File: config.mk
export PLATFORM = sky130hd
export DESIGN_NAME = adder_arbiter
export DESIGN_NICKNAME = d
export VERILOG_FILES = /design/src/rtl/adder_arbiter.sv
export SDC_FILE = /design/constraint.sdc
export NUM_CORES = 1
export LEC_CHECK = 0
export ABC_CLOCK_PERIOD_IN_PS = 2850
export BUFFER_PORTS_ARGS = -buffer_cell sky130_fd_sc_hd__buf_2
export CAP_MARGIN = 20
export CORE_MARGIN = 3
export CORE_UTILIZATION = 50
export CTS_BUF_LIST = sky130_fd_sc_hd__clkbuf_16
export CTS_CLUSTER_SIZE = 14
export DETAILED_ROUTE_END_ITERATION = 7
export GPL_TIMING_DRIVEN = 0
export PLACE_DENSITY = 0.76
export SKIP_LAST_GASP = 1
export SLEW_MARGIN = 20
export SYNTH_ARGS = -nofsm -noshare
export SYNTH_HDL_FRONTEND = slang
export SYNTH_SLANG_ARGS = --single-unit
File: constraint.sdc
create_clock -name clk -period 2.85 [get_ports clk]
set_input_delay 0.7125 -clock clk [delete_from_list [all_inputs] [get_ports clk]]
set_output_delay 0.7125 -clock clk [all_outputs]
set_load 0.01 [all_outputs]
File: src/rtl/adder_arbiter.sv
// adder_arbiter: two requesters share one WIDTH-bit add/subtract datapath.
// Arbitration is round-robin, and only one operation is in flight at a time.
// Each port keeps its own carry flag so it can chain ADC/SBB operations.
// Ports:
//   clk, rst                   clock and synchronous active-high reset
//   req0/op0/a0/b0/ce0         port 0 request, op-code, operands, carry-enable
//   req1/op1/a1/b1/ce1         port 1 request, op-code, operands, carry-enable
//   done0, done1               one-cycle completion pulse for each port
//   result, vout, cout, err    registered result and flags of the last op
//   busy                       high while an op is in EXEC or DONE
module adder_arbiter #(
  parameter int unsigned WIDTH = 16
) (
  input  logic             clk,
  input  logic             rst,
  input  logic             req0,
  input  logic [2:0]       op0,
  input  logic [WIDTH-1:0] a0,
  input  logic [WIDTH-1:0] b0,
  input  logic             ce0,
  input  logic             req1,
  input  logic [2:0]       op1,
  input  logic [WIDTH-1:0] a1,
  input  logic [WIDTH-1:0] b1,
  input  logic             ce1,
  output logic             done0,
  output logic             done1,
  output logic [WIDTH-1:0] result,
  output logic             vout,
  output logic             cout,
  output logic             err,
  output logic             busy
);

  typedef enum logic [1:0] {IDLE = 2'd0, EXEC = 2'd1, DONE = 2'd2} state_t;

  state_t           state, state_nx;
  logic             last_grant;
  logic             gnt, gnt_q;
  logic             latch_en, exec_en;
  logic [2:0]       op_q;
  logic [WIDTH-1:0] a_q, b_q;
  logic             ce_q;
  logic             cf0, cf1;

  logic             sub_op, legal, cin, ovf;
  logic [WIDTH-1:0] b_eff;
  logic [WIDTH:0]   sum;

  // State register
  always_ff @(posedge clk) begin
    if (rst) state <= IDLE;
    else     state <= state_nx;
  end

  // Next-state logic
  always_comb begin
    state_nx = state;
    case (state)
      IDLE:    if (req0 || req1) state_nx = EXEC;
      EXEC:    state_nx = DONE;
      DONE:    state_nx = IDLE;
      default: state_nx = IDLE;
    endcase
  end

  // FSM control: grant choice and the enables for the latch and execute steps
  always_comb begin
    latch_en = 1'b0;
    exec_en  = 1'b0;
    // When both ports request, the port that did not win last time gets the grant
    gnt      = (req0 && req1) ? ~last_grant : req1;
    case (state)
      IDLE:    latch_en = req0 || req1;
      EXEC:    exec_en  = 1'b1;
      default: ;
    endcase
  end

  // Datapath: a 17-bit sum or difference, so bit WIDTH gives the carry or the borrow
  always_comb begin
    sub_op = 1'b0;
    b_eff  = b_q;
    cin    = 1'b0;
    legal  = (op_q[2:1] != 2'b11);
    case (op_q)
      3'b001:  cin = gnt_q ? cf1 : cf0;
      3'b010:  sub_op = 1'b1;
      3'b011:  begin sub_op = 1'b1; cin = gnt_q ? cf1 : cf0; end
      3'b100:  b_eff = WIDTH'(1);
      3'b101:  begin sub_op = 1'b1; b_eff = WIDTH'(1); end
      default: ;
    endcase
    if (sub_op) begin
      sum = {1'b0, a_q} - {1'b0, b_eff} - {{WIDTH{1'b0}}, cin};
      ovf = (a_q[WIDTH-1] ^ b_eff[WIDTH-1]) & (a_q[WIDTH-1] ^ sum[WIDTH-1]);
    end else begin
      sum = {1'b0, a_q} + {1'b0, b_eff} + {{WIDTH{1'b0}}, cin};
      ovf = ~(a_q[WIDTH-1] ^ b_eff[WIDTH-1]) & (a_q[WIDTH-1] ^ sum[WIDTH-1]);
    end
    if (!legal) begin
      sum = '0;
      ovf = 1'b0;
    end
  end

  // Registered request latch, results, flags and carry storage
  always_ff @(posedge clk) begin
    if (rst) begin
      last_grant <= 1'b1;
      gnt_q      <= 1'b0;
      op_q       <= '0;
      a_q        <= '0;
      b_q        <= '0;
      ce_q       <= 1'b0;
      cf0        <= 1'b0;
      cf1        <= 1'b0;
      done0      <= 1'b0;
      done1      <= 1'b0;
      result     <= '0;
      vout       <= 1'b0;
      cout       <= 1'b0;
      err        <= 1'b0;
      busy       <= 1'b0;
    end else begin
      done0 <= 1'b0;
      done1 <= 1'b0;
      busy  <= (state_nx != IDLE);
      if (latch_en) begin
        gnt_q      <= gnt;
        last_grant <= gnt;
        op_q       <= gnt ? op1 : op0;
        a_q        <= gnt ? a1 : a0;
        b_q        <= gnt ? b1 : b0;
        ce_q       <= gnt ? ce1 : ce0;
      end
      if (exec_en) begin
        result <= sum[WIDTH-1:0];
        vout   <= ovf;
        cout   <= sum[WIDTH];
        err    <= ~legal;
        // The done pulse is registered here, so it appears during the DONE state
        done0  <= ~gnt_q;
        done1  <= gnt_q;
        if (ce_q && legal) begin
          if (gnt_q) cf1 <= sum[WIDTH];
          else       cf0 <= sum[WIDTH];
        end
      end
    end
  end

endmodule

==> results by group <==
Logic synthesis
  • Portion of the post-synthesis area used by sequential elements: 27.2%
  • Main flop type after synthesis: dfxtp_1
  • Area share of xor/xnor cells in the synthesized design: 5.50%
  • Number of warning messages in the yosys log: 0
  • Basic-gate share of the synthesized area counting and, or, nand and nor cells: 16.3%
  • Share of the synthesized area in compound gates (AO/OA/AOI/OAI): 22.3%
  • Instance count of the mapped netlist: 572
  • Post-synth cell types: 61
  • Synthesized cell area: 4710 um2
  • Main combinational cell family by area after synthesis: compound AO/OA/AOI/OAI gates
  • Count of flip-flops with a built-in enable after synthesis: 0
  • Post-synth net total: 697
  • Share of async-settable or async-resettable flops after synthesis: 0%
  • Number of flip-flops and latches in the synthesized netlist: 64
  • Post-Synth Adder-Cell Area: 13.7%
  • Syn_area_per_cell: 8.24 um2
  • Mux cell area share after synthesis: 8.76%

Timing
  • Hold slack: 0.431 ns
  • Pins Over Slew Limit: 0
  • Unrepaired setup endpoints after global routing: true
  • # setup viols final: 10
  • Post-layout worst setup margin: -0.264 ns
  • Number of failing hold endpoints at the final stage: 0
  • Max_slew headroom: 53.3%
  • Clock skew after layout: 0.00777 ns
  • Highest clock frequency the design can meet: 0.321 GHz
  • Actual slew at the worst max-slew pin: 0.698 ns
  • Setup TNS: -1.63 ns
  • Clock period minus worst slack: 3.11 ns
  • Final cycle utilization of the critical path: 109%

Layout
  • Multi-input combinational cell area: 3540 um2
  • Fill cells: 684
  • Synthesis-to-finish area growth: 30.2%
  • Core Util, Final: 68.7%
  • Total area of sequential cells: 1290 um2
  • Final Net Count: 819
  • Summed area of non-filler cells in the final layout: 6130 um2
  • ANT cells: 0
  • Final cell count without fillers: 806
  • Fraction of final layout cells sized beyond drive strength 1: 27.4%

Worst setup path
  • Cell-by-cell listing of the critical path: mux2_4 -> nand3b_1 -> fa_2 -> fa_2 -> o21ba_4 -> or4_4 -> o211ai_4 -> buf_4 -> a31oi_1 -> o21bai_1 -> xnor2_1 -> o221ai_1
  • Category of the worst setup path launch point: flop
  • Worst Setup SP: gnt_q$_SDFFE_PP0P_
  • Startpoint of the worst register-to-register path: gnt_q$_SDFFE_PP0P_
  • Stage delay of the slowest cell on the critical path: 0.43 ns
  • Count of buffer and inverter cells on the critical path: 1
  • Slack of the worst reg-to-reg path: -0.26 ns
  • Data arrival time of the critical path: 3.32 ns
  • Worst path required time: 3.06 ns
  • Category of cells accounting for the largest share of critical-path delay: adder cells
  • Maximum fanout count along the critical path: 3
  • Critical-path top delay cell: or4_4
  • Top cell by count, worst path: fa_2
  • Setup crit end kind: flop
  • Setup Crit Path Kind: flop to flop

Run status
  • Failing checks: negative setup slack
  • Status: finished with violations

Placed design
  • Total placed instance area: 5410 um2
  • Post-Place Setup Slack: -0.495 ns
  • Number of placed instances with taps included: 776
  • Number of buffers inserted by port buffering: 96
  • Last weighted congestion value of the routability-driven placer: 0.921
  • DPL Wire Length: 9630 um

GRT
  • Maximum number of pins on one net before global-route repair: 11
  • Antenna violations before repair: 0
  • GRT Residual Overflow: 0
  • Total global-route track usage: 24.1%
  • Via count of the first global-routing pass: 4276
  • Global-route wire length before repair: 20200 um

Clocking
  • Clock root buffer master: clkbuf_16
  • Cts bufs inserted: 9
  • Deepest clock path buffer count: 2
  • CTS clock-pin slew for the worst setup and hold paths: 0.06 ns
  • Clk sinks: 64
  • Hold_buf cts: 0
  • Worst-Skew Late Latency: 0.34 ns
  • CTS tree: built
  • Clock H-tree levels: 3

Routing
  • Via total after detailed routing: 4503
  • Remaining DRCs: 0
  • Routed length per instance: 16.0 um
  • Number of detailed-routing iterations run before antenna repair: 5
  • Violation count after the first detailed-routing iteration: 248
  • Via-to-Cell Ratio: 5.59
  • Count of nets left with antenna violations after detail routing: 0
  • Final WL: 12900 um

Run
  • Max-cap violations: 0

Power and ir drop
  • Switching component of the power: 1.55 mW
  • Design Power: 4.01 mW
  • Proportion of total power due to net switching: 38.6%
  • Worst IR Drop VDD: 0.408 mV
  • Total power density per cell area: 654 nW/um2
  • Logic pwr share: 49.1%
  • Cell-internal power: 2.46 mW
  • Proportion of power drawn by flip-flops and latches: 26.5%
  • Clock share of power: 24.4%
  • Leak Pwr: 2.76 nW

Die
  • Die outline width: 103 um
  • Row count: 34
  • CORE AREA: 8930 um2
  • Total I/O pin count: 98
  • Full die area: 10600 um2
  • Initial cell density of the core: 52.7%
  • Vertical extent of the die: 103 um

Worst hold path
  • HP Class: flop to flop
  • Startpoint of the most critical hold path: cout$_SDFFE_PP0P_
[registers in the layout, summed over array words and instances, names as in the netlist]
signal and flops:
gnt_q 1, a_q 16, op_q 3, state 2, done0 1, done1 1, vout 1, ce_q 1
b_q 16, result 16, last_grant 1, cf0 1, err 1, cout 1, busy 1, cf1 1
[cell usage after synthesis, types with 4 or more instances]
master,count,share of area (%)
nor3_1,5,0.53
fa_1,4,1.7
mux2i_1,39,8.3
o21bai_1,4,0.64
inv_1,53,4.2
buf_2,6,0.64
and3_1,4,0.53
ha_1,45,12
clkbuf_1,18,1.4
nand2b_1,8,1.1
nand3_1,4,0.42
nor2_1,79,6.3
a22oi_1,5,0.80
xnor2_1,24,4.5
a21oi_1,25,2.7
and2_1,18,2.4
dfxtp_1,64,27
nand2_1,34,2.7
o21ai_0,20,2.1
nor2b_1,8,1.1
o22ai_1,4,0.53
a211oi_1,39,6.2
[layer usage]
metal / global-route usage (%) / wire, um / vias up
met5: 0 / 0 / -
li1: - / - / 2248
met3: 4.47 / 845 / 31
met2: 39.3 / 5970 / 196
met4: 8.17 / 323 / 0
met1: 32.1 / 5790 / 2028
[power by group through the flow]
stage	clock (mW)	sequential [mW]	combinational (mW)
after floorplan	0	1.08	1.24
after CTS	0.973	1.06	1.81
after detailed placement	0	1.08	1.63
after global routing	1.02	1.08	2.15
final	0.978	1.06	1.97
after global placement	0	1.07	1.60
[tightest hold or removal path, cell delays in order, from the launching register on]
cell and delay [ns]:
dfxtp_1 0.30, nand2_1 0.05, nand2_1 0.04
[cells by family (layout without fill, tap and decap cells)]
family / Yosys count / count (layout)
buffers and inverters: 77 / 203
AND/OR/NAND/NOR: 168 / 168
adder cells (fa/ha/maj): 49 / 49
flip-flops: 64 / 64
multiplexers: 41 / 41
XOR/XNOR: 28 / 28
AO/OA/AOI/OAI: 145 / 145
[final cells by class]
type	count	share of cell area, %
multi-input combinational	431	57.8
sequential	64	21.0
timing repair buffer	112	9.79
clock buffer	9	3.67
inverter	53	3.24
tap	108	2.20
buffer	23	1.80
clock inverter	6	0.469
[cells in the final DEF (no fill, tap or decap), drive strengths merged, types with 8 or more instances in the layout]
cell type | Yosys | final
a211oi | 40 | 40
a21oi | 26 | 26
and2 | 18 | 18
buf | 6 | 118
clkbuf | 18 | 26
dfxtp | 64 | 64
ha | 45 | 45
inv | 53 | 54
mux2i | 39 | 39
nand2 | 34 | 34
nand2b | 8 | 8
nor2 | 79 | 79
nor2b | 8 | 8
o21ai | 24 | 24
xnor2 | 24 | 24
[final timing paths]
kind | to | cells after the start
hold / removal | cout$_SDFFE_PP0P_ | 2
setup / recovery | result[10]$_SDFFE_PP0P_ | 12
hold reg to reg | cout$_SDFFE_PP0P_ | 2
setup reg to reg | result[10]$_SDFFE_PP0P_ | 12
[what timing repair did]
action                                  4_1_cts  5_1_grt
resized for setup                            41       21
cloned                                        0        0
endpoints found under the setup margin       14       13
pin swaps                                    16       17
buffers inserted                             11        5
No activity file was read; power rests on OpenSTA's default activity.
